### src/rtl/mc_pkg.sv
// Shared types and encodings for the multi-cycle control unit.
// Also holds the opcode dispatch table used in DECODE.
package mc_pkg;

    typedef enum logic [3:0] {
        S_IDLE, S_FETCH, S_DECODE, S_MEMADR, S_MEMREAD, S_MEMWB, S_MEMWRITE,
        S_EXECR, S_EXECI, S_LUI, S_AUIPC, S_ALUWB, S_BRANCH, S_JAL, S_JALR,
        S_JALR_LINK
    } state_t;

    localparam logic [6:0] OP_LOAD   = 7'b0000011;
    localparam logic [6:0] OP_STORE  = 7'b0100011;
    localparam logic [6:0] OP_R      = 7'b0110011;
    localparam logic [6:0] OP_I      = 7'b0010011;
    localparam logic [6:0] OP_BRANCH = 7'b1100011;
    localparam logic [6:0] OP_JAL    = 7'b1101111;
    localparam logic [6:0] OP_JALR   = 7'b1100111;
    localparam logic [6:0] OP_LUI    = 7'b0110111;
    localparam logic [6:0] OP_AUIPC  = 7'b0010111;

    localparam logic [1:0] A1_PC     = 2'b00;
    localparam logic [1:0] A1_OLDPC  = 2'b01;
    localparam logic [1:0] A1_RS1    = 2'b10;
    localparam logic [1:0] A1_ZERO   = 2'b11;
    localparam logic [1:0] A2_RS2    = 2'b00;
    localparam logic [1:0] A2_IMM    = 2'b01;
    localparam logic [1:0] A2_FOUR   = 2'b10;
    localparam logic [1:0] ALU_ADD   = 2'b00;
    localparam logic [1:0] ALU_SUB   = 2'b01;
    localparam logic [1:0] ALU_FUNCT = 2'b10;
    localparam logic [1:0] RWS_ALUOUT = 2'b00;
    localparam logic [1:0] RWS_MEM    = 2'b01;
    localparam logic [1:0] RWS_ALU    = 2'b10;

    // S_FETCH doubles as the "unsupported opcode" answer.
    function automatic state_t dispatch(input logic [6:0] op);
        case (op)
            OP_LOAD, OP_STORE: return S_MEMADR;
            OP_R:              return S_EXECR;
            OP_I:              return S_EXECI;
            OP_BRANCH:         return S_BRANCH;
            OP_JAL:            return S_JAL;
            OP_JALR:           return S_JALR;
            OP_LUI:            return S_LUI;
            OP_AUIPC:          return S_AUIPC;
            default:           return S_FETCH;
        endcase
    endfunction

endpackage

### src/rtl/mc_wait_timer.sv
// Saturating count of consecutive memory wait cycles; flags timeout on the
// WAIT_LIMIT-th wait cycle (WAIT_LIMIT = 0 disables the timeout).
module mc_wait_timer
    import mc_pkg::*;
#(
    parameter int WAIT_LIMIT = 16
) (
    input  logic clk,
    input  logic reset,
    input  logic wait_cyc,
    output logic timeout
);

    localparam int CW     = (WAIT_LIMIT > 1) ? $clog2(WAIT_LIMIT) : 1;
    localparam int LIM_M1 = (WAIT_LIMIT > 0) ? WAIT_LIMIT - 1 : 0;

    logic [CW-1:0] cnt;

    // cnt holds the number of earlier wait cycles, so the compare fires on the
    // WAIT_LIMIT-th one. Leaving a memory state always coincides with a
    // non-wait cycle or a timeout, so both clear the count.
    assign timeout = (WAIT_LIMIT != 0) && wait_cyc && (cnt == LIM_M1[CW-1:0]);

    always_ff @(posedge clk) begin
        if (reset || !wait_cyc || timeout)
            cnt <= '0;
        else if (cnt != {CW{1'b1}})
            cnt <= cnt + CW'(1);
    end

endmodule

### src/rtl/multicycle_control.sv
// Multi-cycle RISC-V control FSM with Moore-decoded datapath strobes.
// Define MC_PERF_COUNTERS_EN to add cycle_cnt / retired_cnt outputs.
module multicycle_control
    import mc_pkg::*;
#(
    parameter int WAIT_LIMIT = 16
) (
    input  logic       clk,
    input  logic       reset,
    input  logic [6:0] opCode,
    input  logic       mem_ready,
    output logic       mem_req,
    output logic       adrSrc,
    output logic       irWrite,
    output logic       pcWrite,
    output logic       branch,
    output logic       RAMwe,
    output logic       Regwe,
    output logic [1:0] ALUSrc1,
    output logic [1:0] ALUSrc2,
    output logic [1:0] ALUOp,
    output logic [1:0] RegWriteSrc,
    output logic       illegal,
    output logic       timeout,
    output logic [3:0] state
`ifdef MC_PERF_COUNTERS_EN
    ,
    output logic [31:0] cycle_cnt,
    output logic [31:0] retired_cnt
`endif
);

    state_t cur;

    assign state = cur;

    mc_wait_timer #(.WAIT_LIMIT(WAIT_LIMIT)) u_wait (
        .clk      (clk),
        .reset    (reset),
        .wait_cyc (mem_req && !mem_ready),
        .timeout  (timeout)
    );

    always_ff @(posedge clk) begin
        if (reset) begin
            cur <= S_IDLE;
        end else begin
            case (cur)
                S_IDLE:      cur <= S_FETCH;
                S_FETCH:     if (mem_ready) cur <= S_DECODE;
                S_DECODE:    cur <= dispatch(opCode);
                S_MEMADR:    cur <= (opCode == OP_LOAD) ? S_MEMREAD : S_MEMWRITE;
                S_MEMREAD:   if (mem_ready) cur <= S_MEMWB;
                             else if (timeout) cur <= S_FETCH;
                S_MEMWRITE:  if (mem_ready || timeout) cur <= S_FETCH;
                S_JALR:      cur <= S_JALR_LINK;
                S_EXECR, S_EXECI, S_LUI, S_AUIPC, S_JAL, S_JALR_LINK:
                             cur <= S_ALUWB;
                default:     cur <= S_FETCH;
            endcase
        end
    end

    // Outputs depend on the state; mem_ready only qualifies the fetch
    // strobes and opCode only the illegal flag.
    always_comb begin
        mem_req     = 1'b0;
        adrSrc      = 1'b0;
        irWrite     = 1'b0;
        pcWrite     = 1'b0;
        branch      = 1'b0;
        RAMwe       = 1'b0;
        Regwe       = 1'b0;
        ALUSrc1     = A1_PC;
        ALUSrc2     = A2_RS2;
        ALUOp       = ALU_ADD;
        RegWriteSrc = RWS_ALUOUT;
        illegal     = 1'b0;
        case (cur)
            S_FETCH: begin
                mem_req = 1'b1;
                ALUSrc2 = A2_FOUR;
                if (mem_ready) begin
                    irWrite     = 1'b1;
                    pcWrite     = 1'b1;
                    RegWriteSrc = RWS_ALU;
                end
            end
            S_DECODE: begin
                ALUSrc1 = A1_OLDPC;
                ALUSrc2 = A2_IMM;
                illegal = (dispatch(opCode) == S_FETCH);
            end
            S_MEMADR:    begin ALUSrc1 = A1_RS1; ALUSrc2 = A2_IMM; end
            S_MEMREAD:   begin mem_req = 1'b1; adrSrc = 1'b1; end
            S_MEMWB:     begin Regwe = 1'b1; RegWriteSrc = RWS_MEM; end
            S_MEMWRITE:  begin mem_req = 1'b1; adrSrc = 1'b1; RAMwe = 1'b1; end
            S_EXECR:     begin ALUSrc1 = A1_RS1; ALUOp = ALU_FUNCT; end
            S_EXECI:     begin ALUSrc1 = A1_RS1; ALUSrc2 = A2_IMM; ALUOp = ALU_FUNCT; end
            S_LUI:       begin ALUSrc1 = A1_ZERO; ALUSrc2 = A2_IMM; end
            S_AUIPC:     begin ALUSrc1 = A1_OLDPC; ALUSrc2 = A2_IMM; end
            S_ALUWB:     Regwe = 1'b1;
            S_BRANCH:    begin ALUSrc1 = A1_RS1; ALUOp = ALU_SUB; branch = 1'b1; end
            S_JAL:       begin ALUSrc1 = A1_OLDPC; ALUSrc2 = A2_FOUR; pcWrite = 1'b1; end
            S_JALR: begin
                ALUSrc1     = A1_RS1;
                ALUSrc2     = A2_IMM;
                pcWrite     = 1'b1;
                RegWriteSrc = RWS_ALU;
            end
            S_JALR_LINK: begin ALUSrc1 = A1_OLDPC; ALUSrc2 = A2_FOUR; end
            default: ;
        endcase
    end

`ifdef MC_PERF_COUNTERS_EN
    logic retire;

    // Normal completions only; illegal and timeout exits never land here.
    assign retire = (cur == S_MEMWB) || (cur == S_ALUWB) || (cur == S_BRANCH) ||
                    ((cur == S_MEMWRITE) && mem_ready);

    always_ff @(posedge clk) begin
        if (reset) begin
            cycle_cnt   <= '0;
            retired_cnt <= '0;
        end else begin
            if (cur != S_IDLE) cycle_cnt <= cycle_cnt + 32'd1;
            if (retire) retired_cnt <= retired_cnt + 32'd1;
        end
    end
`endif

endmodule

### config.mk
export PLATFORM = sky130hd
export DESIGN_NAME = multicycle_control
export DESIGN_NICKNAME = d
export VERILOG_FILES = /design/src/rtl/mc_pkg.sv /design/src/rtl/mc_wait_timer.sv /design/src/rtl/multicycle_control.sv
export SDC_FILE = /design/constraint.sdc
export NUM_CORES = 1
export LEC_CHECK = 0
export CAP_MARGIN = 20
export CORE_MARGIN = 2
export CORE_UTILIZATION = 44
export DETAILED_ROUTE_END_ITERATION = 8
export PLACE_DENSITY_LB_ADDON = 0.25
export SYNTH_ARGS = -nofsm -noshare
export SYNTH_HDL_FRONTEND = slang
export SYNTH_HIERARCHICAL = 1
export SYNTH_SLANG_ARGS = --single-unit
### constraint.sdc
create_clock -name clk -period 2.7 [get_ports clk]
set_clock_uncertainty 0.05 [all_clocks]
set_input_delay 0.54 -clock clk [delete_from_list [all_inputs] [get_ports clk]]
set_output_delay 0.54 -clock clk [all_outputs]
set_load 0.03 [all_outputs]
==> results by group <==
STA
  • Worst slew margin: 74.4%
  • Setup violators final: 0
  • Fin crit period: 2.63 ns
  • Final hold vios: 0
  • Slew of the pin with the lowest slew margin: 0.383 ns
  • Worst Slack Setup Final: 0.0694 ns
  • Period utilization: 97.4%
  • Max Transition Viols Final: 0
  • Fmax: 0.380 GHz

Final layout
  • Proportion of layout cells with a drive suffix above 1: 23.8%
  • # fillers: 137
  • Design Area, Final: 1250 um2
  • N_diodes: 0
  • Layout Nets: 164
  • Final non-filler cell total: 176
  • Synthesis-to-layout area growth: 46.0%

Yosys
  • Area contributors post-synth: dfxtp_1 (19%), o21ai_0 (6.5%), nor2_1 (6.2%), nand2_1 (4.8%), nand2b_1 (3.7%)
  • Distinct cells, synth: 48
  • Asr flop ratio synth: 0%
  • Top FF cell, synth: dfxtp_1
  • Cell area after synthesis: 853 um2
  • Register area share after synthesis: 18.8%
  • Avg Inst Size Synth: 7.05 um2
  • Synth top area share: 18.8%
  • Synthesized instance count: 121
  • Warnings, synthesis: 6
  • Syn_nets: 132
  • Post-synth EDFFs: 0
  • Synth area leader: dfxtp_1
  • Synth Register Bits: 8

Routing
  • Via count: 1,007
  • Avg WL per Cell: 13.1 um
  • Pre-antenna DRT Iters: 4
  • 1st-iter DRT viols: 25
  • Routed vias/inst: 5.72
  • Routed WL: 2.30 mm
  • DRC: 0
  • Post-route ant nets: 0

Floorplanning
  • Full die area: 2310 um2
  • Core area: 1780 um2
  • Die Width: 48.0 um
  • Initial Utilization: 47.9%
  • Ports: 31
  • Site Rows: 15
  • Height of the chip: 48.0 um

Setup path
  • Critical path capture point type: output pin
  • Data arrival, critical path: 2.04 ns
  • Critical path class: reg2out
  • Crit path max fanout: 9
  • Crit path largest cell delay: 0.69 ns
  • Crit path cell chain: or3b_2 > a21oi_2 > clkdlybuf4s50_1
  • Crit start category: flip-flop
  • CP Data Required Time: 2.11 ns
  • Top delay family on crit path: buffers and inverters
  • CP max stage cell: clkdlybuf4s50_1
  • Worst path bufs/invs: 1

Clock tree
  • CTS Sinks: 8
  • CTS tree: yes
  • Max clock buf depth: 2
  • CTS H-tree depth: 1
  • Clock buffer count from CTS: 3
  • Skew-Pair Late Insertion Delay: 0.27 ns
  • Hold_buf cts: 0
  • Clock-pin slew on the worst setup and hold paths: 0.06 ns
  • Root Driver: clkbuf_4

Power
  • PwrDens: 289 nW/um2
  • Max IR drop VDD: 139 uV
  • Leakage: 0.455 nW

Placement
  • Cell Area, Placed: 1190 um2
  • Gpl congestion: 0.803
  • Hpwl dp: 1.72 mm
  • DP Worst Slack: 0.0251 ns
  • Placed cells: 173
  • IO Port Bufs: 30

GRT
  • Antenna violations before repair: 0
  • Largest net degree at the start of global routing: 20
  • Global-route wire length before repair: 3.42 mm
  • Vias in the first global route: 827
  • Congestion Overflow GR: 0
  • GRT Util Overall: 21.1%

Flow run
  • Max-Cap Viols: 0

Worst hold path
  • Hold Crit Class: reg2reg

Outcome
  • Outcome: finished clean
==> worst paths after layout <==
path | slack (ns) | end | startpoint | cells past startpoint
min reg2reg | 0.41 | u_wait/cnt[0] | u_wait/cnt[0] | 1
min | 0.41 | u_wait/cnt[0] | u_wait/cnt[0] | 1
max | 0.07 | mem_req | state[1] | 3
max reg2reg | 0.37 | state[1] | state[1] | 9
==> logic make-up after synthesis <==
logic type,after synthesis,share of synthesized area (%)
flip-flops,8,18.8
multiplexers,1,1.32
AO/OA/AOI/OAI,36,27.7
adder cells (fa/ha/maj),1,1.47
AND/OR/NAND/NOR,58,40.6
XOR/XNOR,2,2.05
buffers and inverters,15,8.06
==> registers in the layout, summed over array words and instances, names as in the netlist <==
| name | flops |
|---|---|
| u_wait/cnt | 4 |
| state | 4 |
==> power by group <==
group          switching [W]  internal [W]  total (W)  leakage [nW]
Combinational      0.0000754     0.0000637   0.000139         0.375
Clock              0.0000440     0.0000511  0.0000950        0.0138
Sequential        0.00000484      0.000121   0.000126        0.0663
==> cells in the mapped netlist, drive strengths merged (2+ instances only) <==
| cell | instances |
|---|---|
| nand3 | 4 |
| or4 | 2 |
| nand3b | 3 |
| nand2b | 6 |
| or2 | 2 |
| o21ai | 11 |
| nor3b | 3 |
| buf | 3 |
| dfxtp | 8 |
| a21oi | 6 |
| inv | 6 |
| nand2 | 11 |
| nor2 | 15 |
| or3 | 3 |
| a21boi | 2 |
| o211ai | 4 |
| o22ai | 3 |
| clkbuf | 6 |
==> cells in the final DEF, fill, tap and decap left out, drive strengths merged, types with 2 or more instances in the layout <==
cell type and count:
nor3b 3, or4 2, a21boi 2, o211ai 4
o22ai 3, a21oi 6, dlymetal6s2s 3, nand3 4
nand2 11, clkbuf 3, inv 6, or3 3
o21ai 11, nor2 15, nand3b 3, buf 11
clkdlybuf4s50 22, or2 2, nand2b 6, dfxtp 8
==> final cells by class <==
type	count	area [um2]	area share (%)
multi-input combinational	98	664	53.3
sequential	8	165	13.3
inverter	6	22.5	1.81
tap	25	31.3	2.51
clock buffer	3	22.5	1.81
timing repair buffer	36	340	27.3
==> layer usage <==
layer,track usage (%),wire (um),vias to the layer above
met4,8.65,10,0
met1,27.2,1060,469
met5,0,0,-
li1,-,-,503
met2,33.9,1120,33
met3,4.53,105,2
==> metrics by stage <==
step	total power [W]	util (%)	setup TNS (ns)	hold WS [ns]
final	0.000360	69.9	0	0.413
after global routing	0.000379	69.9	-0.0199	0.444
after CTS	0.000359	68.1	0	0.423
after detailed placement	0.000263	66.7	0	0.411
after global placement	0.000260	66.7	0	0.391
after floorplan	0.000210	-	-0.0849	0.379
==> repair_timing <==
action                                  4_1_cts  5_1_grt
cloned                                        0        0
pin swaps                                     0        2
endpoints found under the setup margin        3        7
buffers inserted                              0        0
gates resized for setup                       2       12
Power figures use the tool's default switching activity.
